===== src/rtl/control_elevador_3p.sv =====
// Request scheduler and motion sequencer for a 3-floor elevator.
// Latches floor calls, keeps travel direction while calls remain ahead, and times travel and door intervals on tick.
module control_elevador_3p #(
  parameter int unsigned T_VIAJE  = 4,
  parameter int unsigned T_PUERTA = 3
) (
  input  logic       clk,
  input  logic       rst,
  input  logic       tick,
  input  logic [2:0] btn,
  output logic [1:0] piso_actual,
  output logic       motor_sub,
  output logic       motor_baj,
  output logic       puerta_abierta,
  output logic [2:0] pendientes
);

  typedef enum logic [1:0] {REPOSO, SUBIENDO, BAJANDO, PUERTA} estado_t;

  localparam logic [3:0] LIM_VIAJE  = 4'(T_VIAJE - 1);
  localparam logic [3:0] LIM_PUERTA = 4'(T_PUERTA - 1);

  estado_t    estado_q, estado_d;
  logic [1:0] piso_q, piso_d;
  logic [2:0] pend_q, pend_d;
  logic [3:0] timer_q, timer_d;
  logic       dir_sub_q, dir_sub_d;
  logic       motor_sub_q, motor_sub_d;
  logic       motor_baj_q, motor_baj_d;
  logic       puerta_q, puerta_d;

  function automatic logic [2:0] one_hot(input logic [1:0] p);
    case (p)
      2'd0:    one_hot = 3'b001;
      2'd1:    one_hot = 3'b010;
      2'd2:    one_hot = 3'b100;
      default: one_hot = 3'b000;
    endcase
  endfunction

  function automatic logic [2:0] sobre(input logic [1:0] p);
    case (p)
      2'd0:    sobre = 3'b110;
      2'd1:    sobre = 3'b100;
      default: sobre = 3'b000;
    endcase
  endfunction

  function automatic logic [2:0] bajo(input logic [1:0] p);
    case (p)
      2'd1:    bajo = 3'b001;
      2'd2:    bajo = 3'b011;
      default: bajo = 3'b000;
    endcase
  endfunction

  logic [2:0] piso_oh, oh_nuevo, btn_mask, pend_all;
  logic [1:0] piso_nuevo;
  logic       aqui, btn_aqui, hay_arriba, hay_abajo, viaje_fin, puerta_fin;
  logic [3:0] timer_inc;

  always_comb begin
    piso_oh    = one_hot(piso_q);
    btn_aqui   = |(btn & piso_oh);
    // Calls at the current floor are never latched while stopped there.
    btn_mask   = (estado_q == REPOSO || estado_q == PUERTA) ? (btn & ~piso_oh) : btn;
    pend_all   = pend_q | btn_mask;
    aqui       = |((btn | pend_q) & piso_oh);
    hay_arriba = |(pend_all & sobre(piso_q));
    hay_abajo  = |(pend_all & bajo(piso_q));
    viaje_fin  = tick && (timer_q == LIM_VIAJE);
    puerta_fin = tick && (timer_q == LIM_PUERTA);
    timer_inc  = tick ? (timer_q + 4'd1) : timer_q;

    estado_d   = estado_q;
    piso_d     = piso_q;
    pend_d     = pend_all;
    timer_d    = timer_inc;
    dir_sub_d  = dir_sub_q;
    piso_nuevo = piso_q;
    oh_nuevo   = piso_oh;

    case (estado_q)
      REPOSO: begin
        if (aqui) begin
          estado_d = PUERTA;
          pend_d   = pend_all & ~piso_oh;
        end else if (hay_arriba && hay_abajo) begin
          estado_d = dir_sub_q ? SUBIENDO : BAJANDO;
        end else if (hay_arriba) begin
          estado_d = SUBIENDO;
        end else if (hay_abajo) begin
          estado_d = BAJANDO;
        end
      end
      SUBIENDO: begin
        if (viaje_fin) begin
          piso_nuevo = (piso_q < 2'd2) ? (piso_q + 2'd1) : piso_q;
          oh_nuevo   = one_hot(piso_nuevo);
          piso_d     = piso_nuevo;
          dir_sub_d  = 1'b1;
          timer_d    = 4'd0;
          if (|(pend_all & oh_nuevo)) begin
            estado_d = PUERTA;
            pend_d   = pend_all & ~oh_nuevo;
          end else if (!(|(pend_all & sobre(piso_nuevo)))) begin
            estado_d = REPOSO;
          end
        end
      end
      BAJANDO: begin
        if (viaje_fin) begin
          piso_nuevo = (piso_q > 2'd0) ? (piso_q - 2'd1) : piso_q;
          oh_nuevo   = one_hot(piso_nuevo);
          piso_d     = piso_nuevo;
          dir_sub_d  = 1'b0;
          timer_d    = 4'd0;
          if (|(pend_all & oh_nuevo)) begin
            estado_d = PUERTA;
            pend_d   = pend_all & ~oh_nuevo;
          end else if (!(|(pend_all & bajo(piso_nuevo)))) begin
            estado_d = REPOSO;
          end
        end
      end
      PUERTA: begin
        pend_d = pend_all & ~piso_oh;
        // A call at this floor keeps the door open by restarting its interval.
        if (btn_aqui) begin
          timer_d = 4'd0;
        end else if (puerta_fin) begin
          estado_d = REPOSO;
        end
      end
      default: estado_d = REPOSO;
    endcase

    if (estado_d != estado_q) begin
      timer_d = 4'd0;
    end

    motor_sub_d = (estado_d == SUBIENDO);
    motor_baj_d = (estado_d == BAJANDO);
    puerta_d    = (estado_d == PUERTA);
  end

  always_ff @(posedge clk) begin
    if (rst) begin
      estado_q    <= REPOSO;
      piso_q      <= 2'd0;
      pend_q      <= 3'b000;
      timer_q     <= 4'd0;
      dir_sub_q   <= 1'b1;
      motor_sub_q <= 1'b0;
      motor_baj_q <= 1'b0;
      puerta_q    <= 1'b0;
    end else begin
      estado_q    <= estado_d;
      piso_q      <= piso_d;
      pend_q      <= pend_d;
      timer_q     <= timer_d;
      dir_sub_q   <= dir_sub_d;
      motor_sub_q <= motor_sub_d;
      motor_baj_q <= motor_baj_d;
      puerta_q    <= puerta_d;
    end
  end

  // Direction choice must never move the car past the end floors.
  always_ff @(posedge clk) begin
    if (!rst) begin
      assert (piso_q != 2'd3);
      assert (!(estado_q == SUBIENDO && piso_q == 2'd2));
      assert (!(estado_q == BAJANDO && piso_q == 2'd0));
    end
  end

  assign piso_actual    = piso_q;
  assign pendientes     = pend_q;
  assign motor_sub      = motor_sub_q;
  assign motor_baj      = motor_baj_q;
  assign puerta_abierta = puerta_q;

endmodule


===== config.mk =====
export PLATFORM = sky130hd
export DESIGN_NAME = control_elevador_3p
export DESIGN_NICKNAME = d
export VERILOG_FILES = /design/src/rtl/control_elevador_3p.sv
export SDC_FILE = /design/constraint.sdc
export NUM_CORES = 1
export LEC_CHECK = 0
export ABC_AREA = 1
export BUFFER_PORTS_ARGS = -buffer_cell sky130_fd_sc_hd__buf_2
export CAP_MARGIN = 40
export CORE_ASPECT_RATIO = 0.8
export CORE_MARGIN = 1.5
export CORE_UTILIZATION = 40
export DETAILED_ROUTE_END_ITERATION = 8
export HOLD_SLACK_MARGIN = 0.05
export PLACE_DENSITY = 0.63
export SYNTH_ARGS = -nofsm -noshare
export SYNTH_HDL_FRONTEND = slang
export SYNTH_SLANG_ARGS = --single-unit

===== constraint.sdc =====
create_clock -name clk -period 4.94 [get_ports clk]
set_clock_uncertainty 0.15 [all_clocks]
set_input_delay 0.741 -clock clk [delete_from_list [all_inputs] [get_ports clk]]
set_output_delay 0.741 -clock clk [all_outputs]
set_load 0.02 [all_outputs]

==> results.txt, run 1 <==
TritonCTS built the clock tree. The number of maximum-capacitance violations is 0. The synthesis-to-layout area growth came out at 11.0%. The total clock sinks is 15.

The number of storage elements in the synthesis netlist is 15. The per-cell routed wire length is 12.2 µm. The number of filler instances in the final layout is 297. The number of warnings reported in the yosys synthesis log is 0. CTS built an H-tree with a depth of 1. The hold violation total from the final report came to 0.

The total setup buffers inserted after CTS is 0. The worst slew margin relative to its limit is 0.567. In this run the tool buffered the top-level ports with 13 buffer cells. The starting utilization of the core area came out at 0.425. The unique cell type count in the Yosys netlist came out at 25.

The floorplan has 17 rows. The die width came out at 63.9 µm. The leakage component of the power came out at 0.635 nW. The repair_antennas step left the layout with diodes totalling 0.

The worst-case hold slack came out at 365 ps. The reg2reg setup slack is 2580 ps. The summed instance area of the synthesized netlist came out at 1180 µm². In the final routing, the length of wire on met1 measures 1320 µm. The post-layout net count is 209. The clock-pin slew reported for the worst setup and hold paths after clock tree synthesis is 70 ps. Routability-driven placement finished with a final weighted congestion of 0.954.

In the final layout, the share of cells above drive strength 1 is 0.138. STA classifies the critical path endpoint as a flip-flop. The sequential cell area fraction in the yosys report came out at 0.253.

The area occupied by multi-input gates came out at 771 µm². After layout, the minimum clock period comes to 2360 ps. The synthesized instance count came out at 175. The count of cells resized by post-cts repair came out at 0. The first-pass GRT wire length came out at 4380 µm. The peak supply drop came out at 317 µV. The hold-fix buffer count after cts is 0.

The clock latency at the later pin of the worst-skew pair is 250 ps. The start of the worst register-to-register path is estado_q[0]$_SDFF_PP0_. The global-route congestion overflow total is 0. The routed wire length on met3 came out at 243 µm. The tree is rooted in a sky130_fd_sc_hd__clkbuf_8. The setup-violating endpoint count in the final report is 0. The area of the core region is 2790 µm². The count of antenna-violating nets left after detailed routing is 0. The number of global-route vias before repair came out at 993.

The worst setup path is of the reg -> reg kind. For this run, the detailed router's first-pass iteration total came to 4. The arrival time reported for the critical path endpoint is 2400 ps.

For the pin with the worst max-slew slack, the measured transition is 642 ps. The most common library cell in the layout ignoring fill and taps is sky130_fd_sc_hd__nand2_1. The cell count of the worst hold path came out at 2. The net count after synthesis is 195.

The detailed router finished its first iteration with 71 violations. STA puts the critical path data required time at 4980 ps. Detailed routing inserted a total of 1173 vias. In this run the worst path has a maximum fanout of 6. The critical hold path startpoint is dir_sub_q$_SDFFE_PP1P_.

The top layer used by detailed routing is met3. Detailed placement ended at an HPWL of 2210 µm. The final-report max-slew violation count is 0. The maximum number of pins on one net before global-route repair is 12. The average via count per standard cell is 5.19. The register area came out at 300 µm². The total routing resource utilization after global routing is 0.169.

The number of buffers on the longest clock path came out at 2. In the finished design, the share of the clock period the worst path needs comes to 0.477. Derived from the worst setup path, the maximum achievable clock frequency is 424 MHz. The power density over the cells is 569 nW/µm². The path class of the tightest hold or removal check is reg -> reg.

The sum of negative setup slack is 0 ps. The full die area is 3300 µm². The critical path startpoint category is a flip-flop. Dividing the synthesized area by the synthesized cell count gives 6.77 µm². Setup repair after global routing left no endpoint under its margin. The CTS buffer count came out at 3. The detailed-route DRC error count is 0. The number of top-level pins is 14. The met2 wire length came out at 1190 µm. The endpoint of the lowest-slack register-to-register path is timer_q[1]$_SDFF_PP0_. The worst hold path terminates at dir_sub_q$_SDFFE_PP1P_. The overall die height is 51.7 µm. The run finished with clean final reports. The initial antenna violation count is 0. The routed wire length came out at 2760 µm.

The count of cells along the worst register-to-register path is 14. Leaving out fill and tap cells, the most frequent cells in the layout are sky130_fd_sc_hd__nand2_1, sky130_fd_sc_hd__inv_1, sky130_fd_sc_hd__nand3_1.
worst max path at each step:
stage                     depth (start not counted)  slack [ps]                    end                        start
final                                            14        2580  timer_q[1]$_SDFF_PP0_       estado_q[0]$_SDFF_PP0_
after global routing                             17        2350  timer_q[1]$_SDFF_PP0_       estado_q[0]$_SDFF_PP0_
after CTS                                        17        2590  timer_q[1]$_SDFF_PP0_       estado_q[0]$_SDFF_PP0_
after detailed placement                          9        2520  timer_q[1]$_SDFF_PP0_                       btn[0]
after global placement                            9        2570  timer_q[0]$_SDFF_PP0_                       btn[0]
after floorplan                                  13        2770   motor_baj$_SDFF_PP0_  piso_actual[0]$_SDFFE_PP0P_
layer usage:
layer / vias up / track usage
met3: 0 / 0.0346
met2: 42 / 0.276
met1: 534 / 0.235
met4: 0 / 0.0217
met5: - / 0
li1: 597 / -
per-stage QoR:
step | utilization | setup slack, ps | total power, W | instances | area, µm²
after global routing | 0.472 | 2350 | 0.000808 | 226 | 1320
after CTS | 0.472 | 2590 | 0.000744 | 226 | 1320
after detailed placement | 0.454 | 2520 | 0.000637 | 222 | 1270
after global placement | 0.454 | 2570 | 0.000630 | 222 | 1270
after floorplan | - | 2770 | 0.000534 | 175 | 1180
final | 0.472 | 2580 | 0.000749 | 226 | 1320
cells by family after synthesis:
kind of cell             count (synthesis)  synth area share
flip-flops                              15             0.253
XOR/XNOR                                 2            0.0148
adder cells (fa/ha/maj)                 14             0.148
AND/OR/NAND/NOR                         92             0.340
buffers and inverters                   26            0.0961
AO/OA/AOI/OAI                           26             0.148
critical path, stage by stage, from the launching register on:
cell and delay [ps]:
sky130_fd_sc_hd__dfxtp_1 400, sky130_fd_sc_hd__inv_1 130, sky130_fd_sc_hd__ha_1 350, sky130_fd_sc_hd__nor2_1 60, sky130_fd_sc_hd__nand2_1 160, sky130_fd_sc_hd__nand3_1 130, sky130_fd_sc_hd__nand2_2 110, sky130_fd_sc_hd__inv_1 50
sky130_fd_sc_hd__o21ai_2 130, sky130_fd_sc_hd__o21ai_0 110, sky130_fd_sc_hd__nand2_1 110, sky130_fd_sc_hd__nand2_1 100, sky130_fd_sc_hd__nand2_1 90, sky130_fd_sc_hd__nand3_2 110, sky130_fd_sc_hd__nor2_1 90
registers in the layout (all words and copies together), names as in the netlist:
signal	flops
timer_q	4
pendientes	3
estado_q	2
piso_actual	2
dir_sub_q	1
motor_baj	1
motor_sub	1
puerta_abierta	1
layout make-up:
| cell class | instances | area share |
|---|---|---|
| clock buffers | 3 | 0.0314 |
| clock inverters | 1 | 0.00571 |
| inverters | 22 | 0.0628 |
| multi-input cells | 134 | 0.586 |
| flip-flops and latches | 15 | 0.228 |
| well taps | 38 | 0.0362 |
| repair buffers | 13 | 0.0495 |
synth_stat cells (all sizes together):
master | count | area (µm²)
clkbuf | 2 | 8.75
o211ai | 3 | 27.5
ha | 14 | 175
buf | 2 | 22.5
o221ai | 1 | 8.76
dfxtp | 15 | 300
a211oi | 5 | 50.1
a21oi | 6 | 30.0
inv | 22 | 82.6
and2 | 1 | 7.51
xnor2 | 2 | 17.5
nand3 | 23 | 120
nand3b | 1 | 11.3
nor2 | 18 | 67.6
or2 | 2 | 12.5
nand2 | 46 | 178
o21ai | 11 | 58.8
nand4 | 1 | 6.26
where the power goes:
part	leakage [nW]	total (W)	switching [W]	internal, W
logic	0.491	0.000462	0.000309	0.000153
registers	0.123	0.000183	0.0000280	0.000155
clock network	0.0217	0.000104	0.0000472	0.0000567
total	0.635	0.000749	0.000384	0.000365
Note: power is estimated with default switching activity, not from simulation.
==> run 2, diff against run 1 <==
- PLACE_DENSITY: 0.63 -> 0.66
- clock period: 4.94 -> 2 ns (I/O delays scaled with it)
==> run 2 against run 1 <==
The flow now finishes with violations (negative setup slack). Die area is the same. Via count rose by 17%. Combinational power grew to 4.1 times the previous value. Final area up 37%. Sequential power is 150% higher. Wire length up 26%. Utilization increased by 17 points. Sequential share of layout area fell by 5.6 points. Fmax increased by 14%. Power rose to 3.5 times the previous value. Critical path depth fell by 1. Largest cell class unchanged. Largest power group unchanged.
==> results.txt, run 2 (same netlist as run 1, synthesis figures left out) <==
The final reports fail on negative setup slack. The hold violation total from the final report is 0 (unchanged). The final non-filler cell total is 262 (+16%).

The count of antenna-violating nets left after detailed routing is 0 (unchanged). The global-route congestion overflow total came to 0 (unchanged). The area of the core region is 2790 µm² (unchanged).

The largest fanout of any net on the critical path came to 6 (unchanged). The critical path ends at motor_sub$_SDFF_PP0_. The class of the tightest hold or removal check is in -> reg.

The number of diodes added for antenna fixing came out at 0 (unchanged). The maximum number of pins on one net before global-route repair came to 11 (-1). The starting utilization of the core area is 0.425 (unchanged). The estimated wirelength of the detail-placed design came to 2450 µm (+11%).

The final clock period utilization by the worst path is 1.03 (+0.558). The met2 usage came out at 0.370 (+0.0938). The area occupied by multi-input gates was 948 µm² (+23%). The full die area was 3300 µm² (unchanged). The number of filler instances in the final layout is 228 (-23%). The die width was 63.9 µm (unchanged). The clock latency at the later pin of the worst-skew pair came out at 260 ps (about the same).

The average via count per standard cell came out at 5.23 (+0.75%). The critical path class is reg -> reg. The total routing resource utilization after global routing came out at 0.223 (+0.0543).

The setup-violating endpoint count in the final report is 7 (+7). The overall die height came out at 51.7 µm (unchanged). The reg2reg setup slack is -70 ps (-2650 ps). The total iterations of the first detailed-routing run is 4 (unchanged). The initial antenna violation count came out at 0 (unchanged). The CTS buffer count is 3 (unchanged).

The leakage component of the power is 0.846 nW (+33%). STA classifies the critical path endpoint as a flip-flop. The number of buffers on the longest clock path is 2 (unchanged). The routed wire length is 3480 µm (+26%).

The total clock sinks was 15 (unchanged). The critical path startpoint category is a flip-flop. The arrival time reported for the critical path endpoint came out at 2110 ps (-290 ps). The number of vias in the routed layout is 1370 (+17%). Setup repair after global routing could not meet its margin everywhere. The detailed-route DRC error count is 0 (unchanged). The peak supply drop came out at 822 µV (+160%).

Tracing the worst setup path back leads to its startpoint at estado_q[1]$_SDFF_PP0_. TritonCTS built the clock tree. The number of buffers inserted by port buffering is 13 (unchanged).

The final weighted congestion in routability-driven placement was 0.900 (-5.6%). The standard-cell row count is 17 (unchanged). The number of H-tree branching levels is 1 (unchanged). The per-cell routed wire length came out at 13.3 µm (+8.8%). The worst slew margin relative to its limit is 0.766 (+0.198). The layout cell share with drive strength beyond 1 is 0.469 (+0.330).

The cell count of the worst hold path is 2 (unchanged). The highest attainable clock frequency was 483 MHz (+14%). The met3 track demand over resource in global routing is 0.0498 (+0.0152). The count of placed standard cells including taps came out at 247 (+11%). The synthesis-to-layout area growth is 51.6%. In this run the critical register-to-register path is launched from estado_q[1]$_SDFF_PP0_. The tree is rooted in a sky130_fd_sc_hd__clkbuf_8. The register area came out at 310 µm² (+3.3%). The final-report max-slew violation count is 0 (unchanged). The number of top-level pins is 14 (unchanged). The total power was 0.00262 W (+250%). met2 is the most crowded layer.

The startpoint identified for the worst hold timing path is rst. The routing usage on met1 was 0.286 (+0.0510). Leaving out fill and tap cells, the most frequent cells in the layout are sky130_fd_sc_hd__nand2_1, sky130_fd_sc_hd__buf_4, sky130_fd_sc_hd__nand3_1. The count of cells along the worst register-to-register path came out at 13 (-1). The first-pass GRT wire length is 5800 µm (+32%).

The final critical-path setup slack is -70.0 ps (-2650 ps). The power density over the cells is 1460 nW/µm² (+160%). The register bank with the most flops is timer_q. The post-route minimum period is 2070 ps (-288 ps). The clock-pin slew reported for the worst setup and hold paths after clock tree synthesis is 60 ps (about the same). The number of global-route vias before repair came out at 1262 (+27%). The required time at the worst-slack endpoint came out at 2040 ps (-2940 ps).

The number of maximum-capacitance violations is 0 (unchanged). The transition time of the tightest slew-check pin was 352 ps (-291 ps). The flow ran to the end, but the final reports show violations.

The endpoint identified for the worst register-to-register timing path is motor_sub$_SDFF_PP0_. The hold-fix buffer count after cts is 0 (unchanged). The number of DRC violations after detailed-routing iteration 0 came out at 111 (+56%).

The number of flip-flops in the largest register is 4 (unchanged). The post-layout net count came out at 245 (+17%).
## run 2: cell types whose count changed in the layout (fill, tap and decap cells not counted), moves of 7 or more
cell	previous run	this run
sky130_fd_sc_hd__buf_4	0	33
sky130_fd_sc_hd__inv_1	22	12
sky130_fd_sc_hd__nand3_2	1	8
sky130_fd_sc_hd__nand3_1	22	15
sky130_fd_sc_hd__nand2_1	44	33
sky130_fd_sc_hd__nand2_2	2	12
## run 2: routing by layer
| metal | up-vias | wire (µm) |
|---|---|---|
| li1 | 667 | - |
| met1 | 618 | 1540 |
| met2 | 70 | 1600 |
| met3 | 15 | 284 |
| met4 | 0 | 58 |
| met5 | - | 0 |
## run 2: cell type report
class                   count  area share
flip-flops and latches     15       0.173
clock inverters             1     0.00418
well taps                  38      0.0265
repair buffers             49       0.193
inverters                  22      0.0529
clock buffers               3      0.0230
multi-input cells         134       0.528
## run 2: worst min path at each step
stage	endpoint
after floorplan	piso_actual[0]$_SDFFE_PP0P_
after global placement	dir_sub_q$_SDFFE_PP1P_
after detailed placement	dir_sub_q$_SDFFE_PP1P_
after CTS	piso_actual[0]$_SDFFE_PP0P_
after global routing	estado_q[0]$_SDFF_PP0_
final	estado_q[0]$_SDFF_PP0_
## run 2: stage by stage
stage	setup TNS [ps]	setup WS, ps	utilization	hold slack [ps]	area (µm²)
floorplan	0	9.75	-	209	1190
global placement	-824	-158	0.525	342	1460
detailed placement	-952	-159	0.525	353	1460
CTS	0	2.13	0.608	120	1690
global route	-1100	-194	0.645	133	1800
finish	-162	-70.0	0.645	136	1800
## run 2: report_power, final
group          internal (W)  switching [W]  total (W)
registers          0.000389      0.0000596   0.000449
logic              0.000878        0.00103    0.00190
clock network      0.000140       0.000124   0.000264
total               0.00141        0.00121    0.00262
## run 2: what timing repair did
| action | CTS | global route |
|---|---|---|
| buffers inserted | 6 | 5 |
| endpoints found under the setup margin | 8 | 8 |
| gates resized for setup | 34 | 24 |
| pin swaps | 16 | 23 |
## run 2: critical path, stage by stage (launching register included)
cell                      delay, ps
sky130_fd_sc_hd__dfxtp_2        330
sky130_fd_sc_hd__inv_2           50
sky130_fd_sc_hd__ha_4           250
sky130_fd_sc_hd__nor2_2          90
sky130_fd_sc_hd__nand2_2        110
sky130_fd_sc_hd__nand3_2         90
sky130_fd_sc_hd__nand2_2         60
sky130_fd_sc_hd__buf_4          130
sky130_fd_sc_hd__o21ai_1        110
sky130_fd_sc_hd__nand2_1        120
sky130_fd_sc_hd__buf_4          160
sky130_fd_sc_hd__buf_4          120
sky130_fd_sc_hd__buf_4          110
sky130_fd_sc_hd__a21oi_1        120
==> run 3, diff against run 2 <==
- ABC_AREA: 1 -> 0
- CORE_MARGIN: 1.5 -> 2
- PLACE_DENSITY: 0.66 -> 0.68
==> run 3 against run 2 <==
The run still ends with negative setup slack left. Sequential share of layout area decreased by 0.096 points. Hold slack improved by 100 ps. Flip-flop and latch count unchanged. Largest cell class unchanged.
==> results.txt, run 3 <==
The final critical-path setup slack is -560 ps (-490 ps). The summed instance area of the synthesized netlist is 1250 µm² (+5.2%). The global routing's busiest layer is met2. The share of total power in the clock network is 0.135 (+0.034). The checks that failed: negative setup slack. The initial antenna violation count is 0 (unchanged).

The final weighted congestion in routability-driven placement came to 0.892 (-0.87%). The most common library cell in the layout ignoring fill and taps is sky130_fd_sc_hd__buf_4. The tightest min-delay check is of the in -> reg type. The total power came out at 0.00188 W (-28%). Setup repair after global routing could not meet its margin everywhere. The largest fanout of any net on the critical path came out at 5 (-1). The final clock period utilization by the worst path came to 1.28 (+0.245).

The total routing resource utilization after global routing came out at 0.207 (-0.0166). The number of vias in the routed layout is 1296 (-5.4%). The setup-violating endpoint count in the final report is 9 (+2). The met2 usage is 0.362 (-0.00812). The post-route minimum period came out at 2560 ps (+490 ps). The proportion of power drawn by combinational gates came out at 0.654 (-0.073). Among all cell types in the netlist, the one instantiated most often is sky130_fd_sc_hd__dfxtp_1. The routing usage on met1 came out at 0.267 (-0.0193). The synthesis-to-layout area growth is 45.0%. The total non-filler cell area in the finished layout was 1810 µm² (+0.56%).

The routed wire length is 3540 µm (+1.8%). The post-layout net count came out at 223 (-9.0%). The leakage component of the power is 0.770 nW (-9.0%). Leaving out fill and tap cells, the most frequent cells in the layout are sky130_fd_sc_hd__buf_4, sky130_fd_sc_hd__nor2_1, sky130_fd_sc_hd__buf_2. The number of flip-flops in the largest register is 4 (unchanged). The peak supply drop was 519 µV (-37%). The standard cell area after detailed placement came out at 1660 µm² (+14%). The per-cell routed wire length came out at 14.6 µm (+10%). The net count after synthesis came out at 163 (-16%).

The full die area came out at 3580 µm² (+8.5%). The number of buffers inserted by port buffering is 13 (unchanged). The average via count per standard cell is 5.36 (+2.4%). The switching power share of the total came to 0.399 (-0.0634). The detailed-route DRC error count is 0 (unchanged). The estimated wirelength of the detail-placed design is 2740 µm (+12%). In the post-synthesis netlist, the biggest area contributors are sky130_fd_sc_hd__dfxtp_1, sky130_fd_sc_hd__ha_1, sky130_fd_sc_hd__nor2_1, sky130_fd_sc_hd__o21ai_0, sky130_fd_sc_hd__a21oi_1. The area of the core region came out at 3040 µm² (+9.1%).

The internal power came out at 0.00113 W (-20%). The transition time of the tightest slew-check pin is 380 ps (+28.3 ps). The global-route congestion overflow total was 0 (unchanged).

The number of storage elements in the synthesis netlist is 15 (unchanged). The standard-cell row count is 18 (+1). The synthesized area per cell came out at 8.71 µm² (+29%). TritonCTS built the clock tree. The sequential cell area fraction in the yosys report came to 0.241 (-0.0125). The fraction of registers with async set/reset came to 0 (unchanged). The final-report max-slew violation count came out at 0 (unchanged). The count of antenna-violating nets left after detailed routing is 0 (unchanged). Summed over all instances, the cell type with the most area after synthesis is sky130_fd_sc_hd__dfxtp_1. The synthesized instance count was 143 (-18%). By startpoint and endpoint, the worst setup path is classified as reg -> reg. The flow ran to the end, but the final reports show violations. The starting utilization of the core area came out at 0.410 (-0.0154).

The flip-flop cell with the highest count after synthesis is sky130_fd_sc_hd__dfxtp_1. The cell sitting at the root of the clock tree is a sky130_fd_sc_hd__clkbuf_8. The number of top-level pins was 14 (unchanged).

The net switching component of the power is 0.000751 W (-38%). The signal on the critical path passes through inv_2, ha_4, or3b_4, a221oi_2, o22ai_2, a221oi_4, buf_4, a21oi_2, nor2b_4, and2_4. The met3 track demand over resource in global routing came out at 0.0397 (-0.0100). The number of filler instances in the final layout is 264 (+16%). The clock-pin slew reported for the worst setup and hold paths after clock tree synthesis came out at 70 ps (about the same).

Counting flops per register, the top entry is timer_q. The area fraction of the dominant cell type after synthesis came out at 0.241 (-0.0125). The total iterations of the first detailed-routing run came out at 4 (unchanged). The sequential share of power came out at 0.211 (+0.039). The number of global-route vias before repair is 1228 (-2.7%). The unique cell type count in the Yosys netlist came to 45 (+80%). The clock latency at the later pin of the worst-skew pair was 250 ps (about the same). The number of warnings reported in the yosys synthesis log is 0 (unchanged). The CTS buffer count is 3 (unchanged). The first-pass GRT wire length came out at 5570 µm (-3.9%).

The maximum number of pins on one net before global-route repair came out at 10 (-1). Counting instances in the post-synthesis netlist gives the leading cell types as sky130_fd_sc_hd__dfxtp_1, sky130_fd_sc_hd__ha_1, sky130_fd_sc_hd__nor2_1. The number of DRC violations after detailed-routing iteration 0 was 77 (-31%). The layout cell share with drive strength beyond 1 is 0.480 (+0.0114).

The arrival time reported for the critical path endpoint is 2560 ps (+450 ps). The number of diodes added for antenna fixing came to 0 (unchanged). The library cell contributing the largest single delay on the critical path is sky130_fd_sc_hd__or3b_4. The total clock sinks came to 15 (unchanged). The required time at the worst-slack endpoint came to 2000 ps (-40 ps). The number of maximum-capacitance violations is 0 (unchanged).

The worst slew margin relative to its limit is 0.747 (-0.0189). The number of H-tree branching levels is 1 (unchanged). The overall die height came out at 53.9 µm (+4.3%). The highest attainable clock frequency is 391 MHz (-19%). The sum of negative setup slack was -4530 ps (-4360 ps). The power density over the cells was 1040 nW/µm² (-29%). The critical path startpoint category is a flip-flop.

The number of buffers on the longest clock path came to 2 (unchanged). The maximum cell stage delay along the critical path came out at 390 ps (+60 ps). The number of enable flip-flop cells after synthesis came out at 0 (unchanged).

The die width came out at 66.4 µm (+4.0%). The category of the worst setup path capture point is a flip-flop. The hold violation total from the final report came out at 0 (unchanged). The final core utilization was 0.594 (-0.0506).
## run 3: changes by cell type in the layout (fill, tap and decap cells not counted), moves of 4 or more
cell / delta
sky130_fd_sc_hd__buf_4: +14
sky130_fd_sc_hd__inv_1: -7
sky130_fd_sc_hd__a21oi_2: +4
sky130_fd_sc_hd__nand2_2: -12
sky130_fd_sc_hd__ha_4: -4
sky130_fd_sc_hd__nand3_2: -8
sky130_fd_sc_hd__ha_1: +4
sky130_fd_sc_hd__nand3_1: -14
sky130_fd_sc_hd__nand2_1: -23
## run 3: through the flow
| step | setup WS, ps | hold slack (ps) | std cells |
|---|---|---|---|
| global route | -655 | 250 | 242 |
| finish | -560 | 241 | 242 |
| CTS | -605 | 213 | 239 |
| floorplan | -480 | 333 | 143 |
| global placement | -484 | 380 | 233 |
| detailed placement | -603 | 391 | 233 |
## run 3: path summary, 6_finish.rpt
check / to / cells past startpoint / slack, ps / startpoint
max: puerta_abierta$_SDFF_PP0_ / 10 / -560 / estado_q[0]$_SDFF_PP0_
min: timer_q[1]$_SDFF_PP0_ / 3 / 240 / tick
max reg2reg: puerta_abierta$_SDFF_PP0_ / 10 / -560 / estado_q[0]$_SDFF_PP0_
min reg2reg: dir_sub_q$_SDFFE_PP1P_ / 2 / 400 / dir_sub_q$_SDFFE_PP1P_
## run 3: logic make-up (layout without fill, tap and decap cells)
family / Yosys count / count (layout) / share of synthesized area
flip-flops: 15 / 15 / 0.241
buffers and inverters: 14 / 73 / 0.0823
AO/OA/AOI/OAI: 48 / 48 / 0.296
multiplexers: 2 / 2 / 0.0161
adder cells (fa/ha/maj): 14 / 14 / 0.141
AND/OR/NAND/NOR: 47 / 47 / 0.203
XOR/XNOR: 3 / 3 / 0.0211
## run 3: area by class of cell
cell class | count | area [µm²] | area share
clock buffers | 3 | 41.3 | 0.0229
clock inverters | 1 | 5.00 | 0.00277
inverters | 9 | 38.8 | 0.0215
multi-input cells | 114 | 943 | 0.522
flip-flops and latches | 15 | 310 | 0.172
well taps | 40 | 50.0 | 0.0277
repair buffers | 60 | 418 | 0.231
## run 3: repair_timing
action	4_1_cts	5_1_grt
resized for setup	7	7
pin swaps	6	8
setup endpoints to repair	9	9
hold buffers	0	0
buffers inserted	2	3
hold endpoints to repair	0	0
cloned	0	0
## run 3: layer usage
layer | up-vias | share of wire | wire length, µm
li1 | 648 | - | -
met1 | 607 | 0.45 | 1600
met2 | 39 | 0.48 | 1700
met3 | 2 | 0.064 | 226
met4 | 0 | 0.0037 | 13
met5 | - | 0 | 0
## run 3: power by group through the flow
stage                     Clock [W]  Sequential [W]  Combinational [W]
after floorplan                   0        0.000454           0.000609
after global placement            0        0.000398            0.00100
after detailed placement          0        0.000400            0.00104
after CTS                  0.000253        0.000394            0.00112
after global routing       0.000266        0.000404            0.00132
final                      0.000255        0.000397            0.00123
## run 3: worst max-delay path, delay by kind of cell (launching register included)
| family | cells | cell delay, ps |
|---|---|---|
| AOI/OAI and AO/OA | 4 | 830 |
| and+or+nand+nor | 3 | 680 |
| DFF | 1 | 330 |
| buffers and inverters | 2 | 240 |
| adders and majority gates | 1 | 230 |
